## src/rtl/waterfall_reader_pkg.sv

```systemverilog
// -----------------------------------------------------------------------------
// waterfall_reader_pkg
//
// Purpose : Shared definitions for the waterfall frame reader. It holds the
//           reader state enumeration, the default geometry of the frequency
//           RAM, and the derived constants (COLS / ROWS / ROW_W). Helper
//           functions recompute the same constants for overridden parameters.
//
// Ports   : none (package)
// -----------------------------------------------------------------------------
package waterfall_reader_pkg;

    // Default geometry: 9-bit RAM address split into 4 row bits and 5 column
    // bits, which gives 16 rows of 32 bins each.
    localparam int WF_ADDR_W = 9;
    localparam int WF_DATA_W = 8;
    localparam int WF_COL_W  = 5;

    localparam int WF_ROW_W  = WF_ADDR_W - WF_COL_W;
    localparam int WF_COLS   = 1 << WF_COL_W;
    localparam int WF_ROWS   = 1 << WF_ROW_W;

    // Reader sequencing states.
    //   ST_IDLE  : waiting for start
    //   ST_READ  : issuing RAM reads for the frame
    //   ST_DRAIN : every read issued, waiting for the final pixel to leave
    typedef enum logic [1:0] {
        ST_IDLE  = 2'd0,
        ST_READ  = 2'd1,
        ST_DRAIN = 2'd2
    } wf_state_t;

    // Row-index width for a given address/column split.
    function automatic int wf_row_w(input int addr_w, input int col_w);
        return addr_w - col_w;
    endfunction

    // Number of bins per row.
    function automatic int wf_cols(input int col_w);
        return 1 << col_w;
    endfunction

    // Number of rows held in the RAM.
    function automatic int wf_rows(input int addr_w, input int col_w);
        return 1 << (addr_w - col_w);
    endfunction

endpackage

```

## src/rtl/waterfall_reader_pix_skid.sv

```systemverilog
// -----------------------------------------------------------------------------
// pix_skid
//
// Purpose : Two-entry output buffer between the RAM read port and the pixel
//           stream. Entry 0 (head) always drives the output, so the output
//           data stays stable while the consumer stalls. Entry 1 (tail)
//           catches the read that was already in flight when the stall began.
//           The caller keeps (occupancy + reads in flight) <= 2, which means
//           a push never arrives while the buffer is full without a pop.
//
// Ports   : clk      in   clock
//           i_rst    in   asynchronous active-high reset; empties the buffer
//           i_push   in   write i_data this cycle
//           i_data   in   WIDTH  entry to write
//           i_pop    in   consumer takes the head entry this cycle
//           o_valid  out  head entry is valid
//           o_data   out  WIDTH  head entry
//           o_count  out  2      number of valid entries (0..2)
// -----------------------------------------------------------------------------
module pix_skid #(
    parameter int WIDTH = 9
) (
    input  logic             clk,
    input  logic             i_rst,
    input  logic             i_push,
    input  logic [WIDTH-1:0] i_data,
    input  logic             i_pop,
    output logic             o_valid,
    output logic [WIDTH-1:0] o_data,
    output logic [1:0]       o_count
);

    logic [WIDTH-1:0] r_head;
    logic [WIDTH-1:0] r_tail;
    logic [1:0]       r_count;
    logic             w_pop;

    // A pop on an empty buffer is meaningless; ignore it.
    assign w_pop = i_pop && (r_count != 2'd0);

    always_ff @(posedge clk or posedge i_rst) begin
        if (i_rst) begin
            r_head  <= '0;
            r_tail  <= '0;
            r_count <= 2'd0;
        end else begin
            case ({i_push, w_pop})
                2'b10: begin
                    // Push only: fill the first free slot.
                    if (r_count == 2'd0) begin
                        r_head <= i_data;
                    end else begin
                        r_tail <= i_data;
                    end
                    r_count <= r_count + 2'd1;
                end
                2'b01: begin
                    // Pop only: the tail moves up to the head.
                    r_head  <= r_tail;
                    r_count <= r_count - 2'd1;
                end
                2'b11: begin
                    // Simultaneous push and pop: occupancy is unchanged.
                    if (r_count == 2'd1) begin
                        r_head <= i_data;
                    end else begin
                        r_head <= r_tail;
                        r_tail <= i_data;
                    end
                end
                default: begin
                end
            endcase
        end
    end

    assign o_valid = (r_count != 2'd0);
    assign o_data  = r_head;
    assign o_count = r_count;

endmodule

```

## src/rtl/waterfall_reader.sv

```systemverilog
// -----------------------------------------------------------------------------
// waterfall_reader
//
// Purpose : Streams one waterfall frame out of a frequency RAM for each start
//           pulse. Rows are sent newest first, starting at the head_row value
//           captured at start and walking backwards with wrap-around. Within
//           each row the bins go out in ascending column order. The RAM has a
//           one-cycle registered read. Read data lands in a two-entry skid
//           buffer, so the stream sustains one pixel per clock and can stall
//           without dropping or repeating data.
//
// Ports   : clk        in   sole clock (also the RAM read-port clock)
//           reset      in   asynchronous active-high reset
//           start      in   one-cycle frame request (acted on only when idle)
//           head_row   in   ROW_W   newest complete row in the RAM
//           r_addr     out  ADDR_W  RAM read address {row, col}
//           r_en       out  RAM read enable
//           r_data     in   DATA_W  RAM read data, valid one clk after r_en
//           pix_data   out  DATA_W  streamed bin magnitude
//           pix_valid  out  pix_data valid
//           pix_ready  in   downstream accepts (transfer = valid & ready)
//           pix_last   out  marks the final pixel of the frame
//           busy       out  frame in progress
// -----------------------------------------------------------------------------
module waterfall_reader
    import waterfall_reader_pkg::*;
#(
    parameter  int ADDR_W = WF_ADDR_W,
    parameter  int DATA_W = WF_DATA_W,
    parameter  int COL_W  = WF_COL_W,
    localparam int ROW_W  = wf_row_w(ADDR_W, COL_W)
) (
    input  logic              clk,
    input  logic              reset,
    input  logic              start,
    input  logic [ROW_W-1:0]  head_row,
    output logic [ADDR_W-1:0] r_addr,
    output logic              r_en,
    input  logic [DATA_W-1:0] r_data,
    output logic [DATA_W-1:0] pix_data,
    output logic              pix_valid,
    input  logic              pix_ready,
    output logic              pix_last,
    output logic              busy
);

    localparam int COLS = wf_cols(COL_W);
    localparam int ROWS = wf_rows(ADDR_W, COL_W);

    // Sequencer state and frame position.
    wf_state_t        r_state;
    wf_state_t        w_state_next;
    logic [ROW_W-1:0] r_base_row;
    logic [ROW_W-1:0] r_row_cnt;
    logic [COL_W-1:0] r_col;
    logic [ROW_W-1:0] w_row;

    // Read pipeline: one read can be in flight. Its last-pixel tag travels
    // with it so that the tag and the data reach the buffer together.
    logic             r_inflight;
    logic             r_inflight_last;
    logic             w_issue;
    logic             w_final_read;

    // Output buffer interface.
    logic [1:0]       w_skid_count;
    logic [DATA_W:0]  w_skid_out;
    logic             w_pop;
    logic [2:0]       w_occ;

    // ------------------------------------------------------------------
    // Address generation
    // ------------------------------------------------------------------
    // ROW_W-bit subtraction gives the wrap from row 0 to row ROWS-1.
    assign w_row  = r_base_row - r_row_cnt;
    assign r_addr = {w_row, r_col};

    assign w_final_read = (r_row_cnt == ROW_W'(ROWS - 1)) &&
                          (r_col     == COL_W'(COLS - 1));

    // ------------------------------------------------------------------
    // Occupancy rule
    // ------------------------------------------------------------------
    // A pixel that leaves the buffer this cycle frees its slot for a read
    // issued this cycle, because that read's data lands one cycle later.
    // This is what allows one pixel per clock. It is the only path from
    // pix_ready to r_en. r_addr comes purely from registers.
    assign w_pop = pix_valid && pix_ready;
    assign w_occ = 3'(w_skid_count) + 3'(r_inflight) - 3'(w_pop);

    // ------------------------------------------------------------------
    // FSM: next state and read issue
    // ------------------------------------------------------------------
    always_comb begin
        w_state_next = r_state;
        w_issue      = 1'b0;
        case (r_state)
            ST_IDLE: begin
                if (start) begin
                    w_state_next = ST_READ;
                end
            end
            ST_READ: begin
                w_issue = (w_occ < 3'd2);
                if (w_issue && w_final_read) begin
                    w_state_next = ST_DRAIN;
                end
            end
            ST_DRAIN: begin
                // The frame ends when the tagged pixel is actually taken.
                if (w_pop && pix_last) begin
                    w_state_next = ST_IDLE;
                end
            end
            default: begin
                w_state_next = ST_IDLE;
            end
        endcase
    end

    assign r_en = w_issue;
    assign busy = (r_state != ST_IDLE);

    // ------------------------------------------------------------------
    // Sequential state
    // ------------------------------------------------------------------
    always_ff @(posedge clk or posedge reset) begin
        if (reset) begin
            r_state         <= ST_IDLE;
            r_base_row      <= '0;
            r_row_cnt       <= '0;
            r_col           <= '0;
            r_inflight      <= 1'b0;
            r_inflight_last <= 1'b0;
        end else begin
            r_state         <= w_state_next;
            r_inflight      <= w_issue;
            r_inflight_last <= w_issue && w_final_read;

            if (r_state == ST_IDLE && start) begin
                // head_row is sampled only here, so later changes to it
                // during the frame have no effect.
                r_base_row <= head_row;
                r_row_cnt  <= '0;
                r_col      <= '0;
            end else if (w_issue) begin
                r_col <= r_col + COL_W'(1);
                if (r_col == COL_W'(COLS - 1)) begin
                    r_row_cnt <= r_row_cnt + ROW_W'(1);
                end
            end
        end
    end

    // ------------------------------------------------------------------
    // Output buffer: {last, data}
    // ------------------------------------------------------------------
    pix_skid #(
        .WIDTH (DATA_W + 1)
    ) u_pix_skid (
        .clk     (clk),
        .i_rst   (reset),
        .i_push  (r_inflight),
        .i_data  ({r_inflight_last, r_data}),
        .i_pop   (w_pop),
        .o_valid (pix_valid),
        .o_data  (w_skid_out),
        .o_count (w_skid_count)
    );

    assign pix_data = w_skid_out[DATA_W-1:0];
    // The head entry may still hold a stale tag after it has drained, so the
    // tag is qualified with valid.
    assign pix_last = pix_valid && w_skid_out[DATA_W];

endmodule

```

## config.mk

```make
export PLATFORM = sky130hd
export DESIGN_NAME = waterfall_reader
export DESIGN_NICKNAME = d
export VERILOG_FILES = /design/src/rtl/waterfall_reader_pkg.sv /design/src/rtl/waterfall_reader_pix_skid.sv /design/src/rtl/waterfall_reader.sv
export SDC_FILE = /design/constraint.sdc
export NUM_CORES = 1
export LEC_CHECK = 0
export CORE_MARGIN = 2
export CORE_UTILIZATION = 23
export DETAILED_ROUTE_END_ITERATION = 6
export PLACE_DENSITY = 0.49
export SLEW_MARGIN = 10
export SYNTH_ARGS = -nofsm -noshare
export SYNTH_HDL_FRONTEND = slang
export SYNTH_HIERARCHICAL = 1
export SYNTH_SLANG_ARGS = --single-unit
```

## constraint.sdc

```tcl
create_clock -name clk -period 2.5 [get_ports clk]
set_clock_uncertainty 0.1 [all_clocks]
set_input_delay 0.375 -clock clk [delete_from_list [all_inputs] [get_ports clk]]
set_output_delay 0.375 -clock clk [all_outputs]
set_load 0.005 [all_outputs]
```

# --- Yosys cells after proc, flatten, opt, wreduce, memory -nomap -nowiden ---
# Index checks and enable logic that the tools add are counted.
word_totals:
  inputBits: 16
  word_cells: 69
  reg_bits: 37
  latchBits: 0
  ram_bits: 0
  romBits: 0
  n_memories: 0
classes:
  order_cmp: 1
  n_reduce_logical: 21
  bitwise: 0
  n_div: 0
  mux: 17
  n_shift: 0
  multipliers: 0
  n_eq_ne: 14
  n_addsub: 7
op_table:
  columns: ["operator", "count"]
  rows:
  - ["$mux 9", 4]
  - ["$pmux 9 s3", 1]
  - ["$pmux 9 s2", 1]
  - ["$mux 4", 3]
  - ["$reduce_bool 2->1", 6]
  - ["$mux 5", 2]
  - ["$ne 2x2->1 const B", 5]
  - ["$logic_and 1x1->1", 8]
  - ["$eq 2x1->1 const B", 3]
  - ["$eq 2x2->1 const B", 3]
  - ["$mux 2", 3]
  - ["$pmux 2 s3", 1]
  - ["$reduce_and 3->1", 2]
  - ["$add 5x1->5 const B", 1]
  - ["$eq 5x5->1 const B", 1]
  - ["$add 4x1->4 const B", 1]
  - ["$eq 4x4->1 const B", 1]
  - ["$logic_not 2->1", 2]
  - ["$pmux 2 s2", 1]
  - ["$reduce_and 2->1", 2]
  - ["$sub 4x4->4", 1]
  - ["$add 2x1->3", 1]
  - ["$lt 3x2->1 const B", 1]
  - ["$reduce_bool 3->1", 1]
  - ["5 further kinds", 5]

# --- Logic depth before layout (Yosys ltp) ---
# Gate-level depths: netlist of the first run.
depth:
  ltp_word: 7
  ltp_mapped: 11
  depth_no_buf: 11

# --- Cells and area by module ---
# The synthesis of the first run kept the hierarchy.
modules_own_cells:
  columns: ["mod", "n_inst", "cells_each", "area_per_inst_um2"]
  rows:
  - ["pix_skid", 1, 97, 1067.3]
  - ["waterfall_reader", 1, 97, 939.7]

# --- Worst setup path before layout of the first run ---
# OpenSTA, ideal clock, no wires.
synth_timing:
  kind: "reg2out"
  start: "reg u_pix_skid.r_count[1] (netlist: u_pix_skid/o_count[1])"
  end: "out r_en"
  arrival_time_ns: 2.276
  setup_slack_ns: -0.251
  path_stages_with_launch: 10
  t_required_ns: 2.025
  path_cell_list: "dfrtp_1 inv_1 ha_1 inv_1 and2_1 ha_1 nand2b_1 fa_1 xor2_2 nor2_2"
synth_between:
  elab_chain_cells: 5
  elab_cells_between_ends: 6
  cone_classes: "add/sub (2); order compare (1); mux (1); reduce/logical (2)"
synth_lines:
  columns: ["item", "line_no", "text"]
  rows:
  - ["start, declared", "waterfall_reader_pix_skid.sv:35", "logic [1:0] r_count;"]
  - ["start signal, assigned", "waterfall_reader_pix_skid.sv:55", "r_count <= r_count + 2'd1;"]
  - ["start signal, assigned", "waterfall_reader_pix_skid.sv:60", "r_count <= r_count - 2'd1;"]
  - ["$reduce_bool 2->1", "waterfall_reader_pix_skid.sv:77", "assign o_valid = (r_count != 2'd0);"]
  - ["net pix_valid", "waterfall_reader.sv:41", "output logic pix_valid,"]
  - ["$logic_and 1x1->1", "waterfall_reader.sv:88", "assign w_pop = pix_valid && pix_ready;"]
  - ["net w_pop", "waterfall_reader.sv:68", "logic w_pop;"]
  - ["$sub 3x1->3", "waterfall_reader.sv:89", "assign w_occ = 3'(w_skid_count) + 3'(r_inflight) - 3'(w_pop);"]
  - ["$lt 3x2->1", "waterfall_reader.sv:104", "w_issue = (w_occ < 3'd2);"]
  - ["$mux 1", "waterfall_reader.sv:97", "case (r_state)"]
  - ["end, declared", "waterfall_reader.sv:38", "output logic r_en,"]
# The timed path passes the listed nets, and every way through them passes these cells.

# --- Final worst setup path of the first run ---
layout_timing:
  start: "reg u_pix_skid.r_count[1] (netlist: u_pix_skid/o_count[1])"
  end: "out r_en"
layout_between:
  elab_chain_cells: 5
  elab_cells_between_ends: 6
  cone_classes: "add/sub (2); order compare (1); mux (1); reduce/logical (2)"
layout_lines:
  columns: ["item", "line_no"]
  rows:
  - ["$reduce_bool 2->1", "waterfall_reader_pix_skid.sv:77"]
  - ["$logic_and 1x1->1", "waterfall_reader.sv:88"]
  - ["net w_pop", "waterfall_reader.sv:68"]
  - ["$sub 3x1->3", "waterfall_reader.sv:89"]
  - ["$lt 3x2->1", "waterfall_reader.sv:104"]
  - ["$mux 1", "waterfall_reader.sv:97"]
# The timed path passes the listed nets, and every way through them passes these cells.

==> out/metrics.cfg, run 1 <==
[run_status]
status=complete, but fails checks
failed_checks=negative setup slack

[floorplan]
io_pins=37
die_x_um=97.4
row_count=34
start_util_pct=23.4
die_area_mm2=0.00949
die_h_um=97.4
core_mm2=0.00859

[setup_path]
critPathCaptureType=primary output
critPathSlowestCell=fa_1
crit_family=adder cells
timing.rr.start=u_pix_skid/o_count[1]
cp.required_ns=2.03
startpoint=u_pix_skid/o_count[1]
cp_cell_sequence=inv_2 > ha_4 > inv_2 > and2_4 > ha_4 > nand2b_4 > fa_1 > nand3b_1 > nor2_4 > buf_2
crit_type=reg -> out
crit-reg2reg-capture=r_row_cnt[0]
critPathMaxFanout=2
cp.arrival_ns=2.29
cp_num_buf_inv=3
endpoint=r_en
r2r_setup_slack_ns=-0.09
reg2regPathDepth=14
start_kind=register
cp_num_cells=10
cpPeakStageDelay_ns=0.50

[power]
p_int_mw=2.28
power_density_mw_per_mm2=1220
ir_drop_uv=654
power.total_mw=3.53
swShare_pct=35.5
seq_power_share_pct=27.6
power_leakage_nw=1.31
p_comb_share_pct=60.6
power.net_switching_mw=1.25
clock_power_share_pct=11.9

[final_layout]
layout-drive-gt1-share_pct=25.6
design_area_mm2=0.00290
antennaDiodeCount=0
fillers=893
layout.nets=294
area_growth_pct=44.3
fin_cells=370
multiInputGateArea_mm2=0.00108
utilization_pct=33.7
seqCellArea_um2=928

[yosys]
ys_ff_latch=37
synth_compound_area_share_pct=9.16
synth_area_mm2=0.00201
synth.top_cell.area_share_pct=46.1
async_flop_share_pct=100
synth-simple-area-share_pct=16.2
synth_edf_count=0
yosys.area.top_type=dfrtp_1
synthesis.nets=226
synth_ff_type=dfrtp_1
synth-xor-area-share_pct=4.30
synth_area_leaders=dfrtp_1, ha_1, mux2_4
syn_inst=194
synth_top_family_by_area=simple AND/OR/NAND/NOR gates
syn_avg_cell_area_um2=10.3
synth_mux_area_share_pct=8.85
ys_top_cells_by_count=dfrtp_1, nand2_1, inv_1, nor2_1, ha_1
synth.most_common_cell=dfrtp_1
yosysSeqAreaShare_pct=46.1
synth_fa_ha_area_share_pct=10.7
yosysWarnings=6
ys_types=37

[sta]
fin_hold_ws_ns=0.378
final_max_slew_viol_count=0
setup_viol=7
finalSetupTns_ns=-0.564
hold_viol=0
slew_headroom_pct=56.4
grt_setup_unrepaired=yes
clock.fmax_mhz=362
fin_crit_sh_pct=111
finalCriticalPeriod_ns=2.77
tightest_slew_ns=0.653
setup_slack_ns=-0.266

[drt]
routed_via_density=4.30
routed_wl_mm=4.48
drtAntennaViolNets=0
avgRoutedWirePerCell_um=12.1
drc_errors=0
dr.first_iter.drc_count=67
via_count=1591
first_pass_iters=5

[global_routing]
track_usage_pct=10.1
antenna_found_initial=0
grt_max_degree=21
grt_pass1_vias=1629
overflow=0
grt_pass1_wl_mm=7.84

[clock_network]
cts_tree=yes
path_clk_slew_ns=0.07
worstSkewPairLatency_ns=0.28
clockBufferDepth=2
cts_root_buffer=clkbuf_8
cts-buffers-inserted=5
htree_levels=2
clkSinkCount=37

[place]
globalplace.congestion=0.741
dpl_cell_area_mm2=0.00268
dp_slack_ns=-0.645
io_buffers=36
dp.cells=354
dp_hpwl_mm=3.31

[flow_run]
maxCapViolCount=0

[worst_hold_path]
hp-class=in -> async

[repair_timing]
action,in CTS,in global routing
endpoints found under the setup margin,10,20
cloned,0,0
resized for setup,9,9
pin swaps,6,1
hold buffers,0,0
buffers inserted,5,6
[worst min-delay path by stage]
stage | startpoint | end | slack, ns | cells past startpoint
finish | reset | u_pix_skid/r_tail[8] | 0.38 | 3
global route | r_base_row[2] | r_base_row[2] | 0.42 | 2
CTS | reset | u_pix_skid/r_tail[8] | 0.39 | 3
detailed placement | r_base_row[2] | r_base_row[2] | 0.38 | 2
global placement | r_base_row[2] | r_base_row[2] | 0.38 | 2
floorplan | reset | r_base_row[0] | 0.20 | 1
[logic make-up after synthesis]
group,count (synthesis)
adder cells (fa/ha/maj),16
buffers and inverters,21
AND/OR/NAND/NOR,67
multiplexers,13
AO/OA/AOI/OAI,31
XOR/XNOR,9
flip-flops,37
[cell type report]
class / count / share of cell area, %
Multi-Input combinational cell: 136 / 37.4
Inverter: 16 / 2.07
Timing Repair Buffer: 66 / 20.8
Sequential cell: 37 / 32.1
Clock buffer: 7 / 2.98
Tap cell: 108 / 4.67
[registers in the layout (all words and copies together) (netlist names)]
| name | flops |
|---|---|
| r_base_row | 4 |
| r_col | 5 |
| r_inflight | 1 |
| r_inflight_last | 1 |
| r_row_cnt | 4 |
| r_state | 2 |
| u_pix_skid/o_count | 2 |
| u_pix_skid/o_data | 9 |
| u_pix_skid/r_tail | 9 |
[power groups by stage]
stage / clock network, mW / registers (mW) / logic (mW)
detailed placement: 0 / 0.989 / 1.91
global placement: 0 / 0.984 / 1.89
global route: 0.468 / 1.00 / 2.36
floorplan: 0 / 0.987 / 1.07
CTS: 0.436 / 0.979 / 1.99
finish: 0.419 / 0.974 / 2.14
[layer usage]
layer | wire length, µm | share of wire (%) | GRT usage [%]
met1 | 2110 | 47 | 13.2
met2 | 2100 | 47 | 16.3
met3 | 225 | 5.0 | 3.31
met4 | 43 | 0.96 | 2.56
met5 | 0 | 0 | 0
[worst min-delay path: cells and delay by family]
family   cells  cell delay (ns)
buf+inv      3             0.77
[cell usage in the layout (no fill, tap or decap), types with 3 or more instances in the layout]
| cell type | n |
|---|---|
| a21o_1 | 3 |
| dfrtp_1 | 35 |
| ha_1 | 12 |
| inv_1 | 13 |
| nand2_1 | 19 |
| mux2_4 | 9 |
| nor2_1 | 15 |
| buf_4 | 27 |
| inv_2 | 3 |
| clkbuf_8 | 6 |
| clkdlybuf4s50_1 | 34 |
| nand3_1 | 8 |
| nor2b_1 | 3 |
| a31oi_1 | 8 |
| o21ai_0 | 13 |
| xnor2_1 | 8 |
Power figures use the tool's default switching activity.
==> inputs of run 2 (changes only) <==
- CAP_MARGIN: not set -> 25
==> results of run 2 <==
Final layout, timing and power as in run 1 (identical DEF).
==> inputs of run 3 (changes only) <==
- CORE_MARGIN: 2 -> not set
- CORE_UTILIZATION: 23 -> 34
- PLACE_DENSITY: 0.49 -> 0.64
==> out/metrics.cfg, run 3 (synthesis results as in run 1) <==
[sta]
setup_slack_ns=-0.236  ; +0.0297 ns
hold_viol=0  ; unchanged
finalSetupTns_ns=-0.255  ; +0.309 ns
fin_hold_ws_ns=0.381  ; +0.00314 ns
tightest_slew_ns=0.650  ; -0.00230 ns
finalCriticalPeriod_ns=2.74  ; -0.0297 ns
clock.fmax_mhz=365  ; +1.1%
final_max_slew_viol_count=0  ; unchanged
slew_headroom_pct=56.6  ; +0.15 points
grt_setup_unrepaired=yes
fin_crit_sh_pct=109  ; -1.2 points
setup_viol=3  ; -4

[clock_network]
ctsHoldBuffers=0  ; unchanged
cts_tree=yes
cts_root_buffer=clkbuf_8
clkSinkCount=37  ; unchanged
htree_levels=2  ; unchanged
worstSkewPairLatency_ns=0.29  ; about the same
cts-buffers-inserted=5  ; unchanged
path_clk_slew_ns=0.07  ; about the same
clockBufferDepth=2  ; unchanged

[setup_path]
cp_num_cells=10  ; unchanged
cp.arrival_ns=2.26  ; -0.03 ns
critPathCaptureType=primary output
cp_cell_sequence=inv_2 > ha_4 > inv_2 > and2_4 > ha_4 > nand2b_4 > fa_1 > nand3b_1 > nor2_4 > buf_2
reg2regPathDepth=13  ; -1
crit_type=reg -> out
start_kind=register
critPathSlowestCell=fa_1
cp.required_ns=2.03  ; about the same
crit_family=adder cells
cp_num_buf_inv=3  ; unchanged
cpPeakStageDelay_ns=0.50  ; about the same
critPathMaxFanout=2  ; unchanged

[power]
power.total_mw=3.39  ; -4.0%
ir_drop_uv=900  ; +38%
power_leakage_nw=1.30  ; -1.1%
power_density_mw_per_mm2=1200  ; -1.6%

[global_routing]
antenna_found_initial=0  ; unchanged
grt_pass1_vias=1479  ; -9.2%
overflow=0  ; unchanged
grt_pass1_wl_mm=6.73  ; -14%
grt_max_degree=19  ; -9.5%
track_usage_pct=14.0  ; +3.9 points

[final_layout]
multiInputGateArea_mm2=0.00108  ; -0.46%
seqCellArea_um2=927  ; -0.13%
fillers=535  ; -40%
mostFrequentLayoutCell=dfrtp_1
area_growth_pct=40.8
layout.nets=292  ; -0.68%
mostFrequentLayoutCells=dfrtp_1, clkdlybuf4s50_1, buf_4
layout-drive-gt1-share_pct=25.7  ; +0.098 points
design_area_mm2=0.00283  ; -2.4%
utilization_pct=50.4  ; +17 points
antennaDiodeCount=0  ; unchanged

[floorplan]
die_area_mm2=0.00621  ; -35%
row_count=27  ; -21%
die_h_um=78.8  ; -19%
core_mm2=0.00561  ; -35%
start_util_pct=35.8  ; +12 points
io_pins=37  ; unchanged
die_x_um=78.8  ; -19%

[place]
globalplace.congestion=0.794  ; +7.2%
dpl_cell_area_mm2=0.00264  ; -1.7%
io_buffers=36  ; unchanged
dp_hpwl_mm=2.95  ; -11%

[drt]
wl_met2_mm=1.86  ; -11%
first_pass_iters=4  ; -1
wl_met3_um=166  ; -26%
routed_wl_mm=3.99  ; -11%
dr.first_iter.drc_count=34  ; -49%
via_count=1569  ; -1.4%
avgRoutedWirePerCell_um=12.0  ; -1.1%
routed_via_density=4.71  ; +9.6%
drtAntennaViolNets=0  ; unchanged
met1_length_mm=1.91  ; -9.7%
maxUsedRoutingLayer=met4
drc_errors=0  ; unchanged

[worst_hold_path]
hp-class=in -> async

[run_status]
failed_checks=negative setup slack
status=complete, but fails checks

[flow_run]
maxCapViolCount=0  ; unchanged

## run 3: final timing paths
kind	from	slack, ns	endpoint
hold / removal	reset	0.38	u_pix_skid/r_tail[4]
setup reg to reg	u_pix_skid/o_count[1]	-0.02	r_col[2]
min in group clk	r_base_row[2]	0.39	r_base_row[2]
setup / recovery	u_pix_skid/o_count[1]	-0.24	r_en
hold reg to reg	r_base_row[2]	0.39	r_base_row[2]
max in group asynchronous	reset	1.41	u_pix_skid/o_data[5]
## run 3: metal layers
metal  up-vias  GRT usage (%)
met5         -              0
met4         0           5.45
met3         4           3.79
met1       751           18.2
li1        786              -
met2        28           22.1
## run 3: what timing repair did
action                     4_1_cts  5_1_grt
pin swaps                        8        2
buffers inserted                 6        2
setup endpoints to repair        9       26
gates resized for setup          8        8
hold endpoints to repair         0        0
## run 3: through the flow
step	instances	worst slack, ns
floorplan	194	-0.0440
global placement	318	-0.574
detailed placement	318	-0.584
CTS	331	-0.253
global route	333	-0.332
finish	333	-0.236
## run 3: layout make-up
class                      instances  share of cell area [%]
clock buffer                       5                    2.44
clock inverter                     3                   0.620
multi-input combinational        136                    38.1
tap                               72                    3.19
timing repair buffer              64                    20.7
inverter                          16                    2.13
sequential                        37                    32.8
## run 3: where the power goes
| part | total [mW] | internal (mW) | switching [mW] |
|---|---|---|---|
| logic | 2.01 | 1.17 | 0.838 |
| clock network | 0.409 | 0.192 | 0.217 |
| registers | 0.974 | 0.828 | 0.146 |
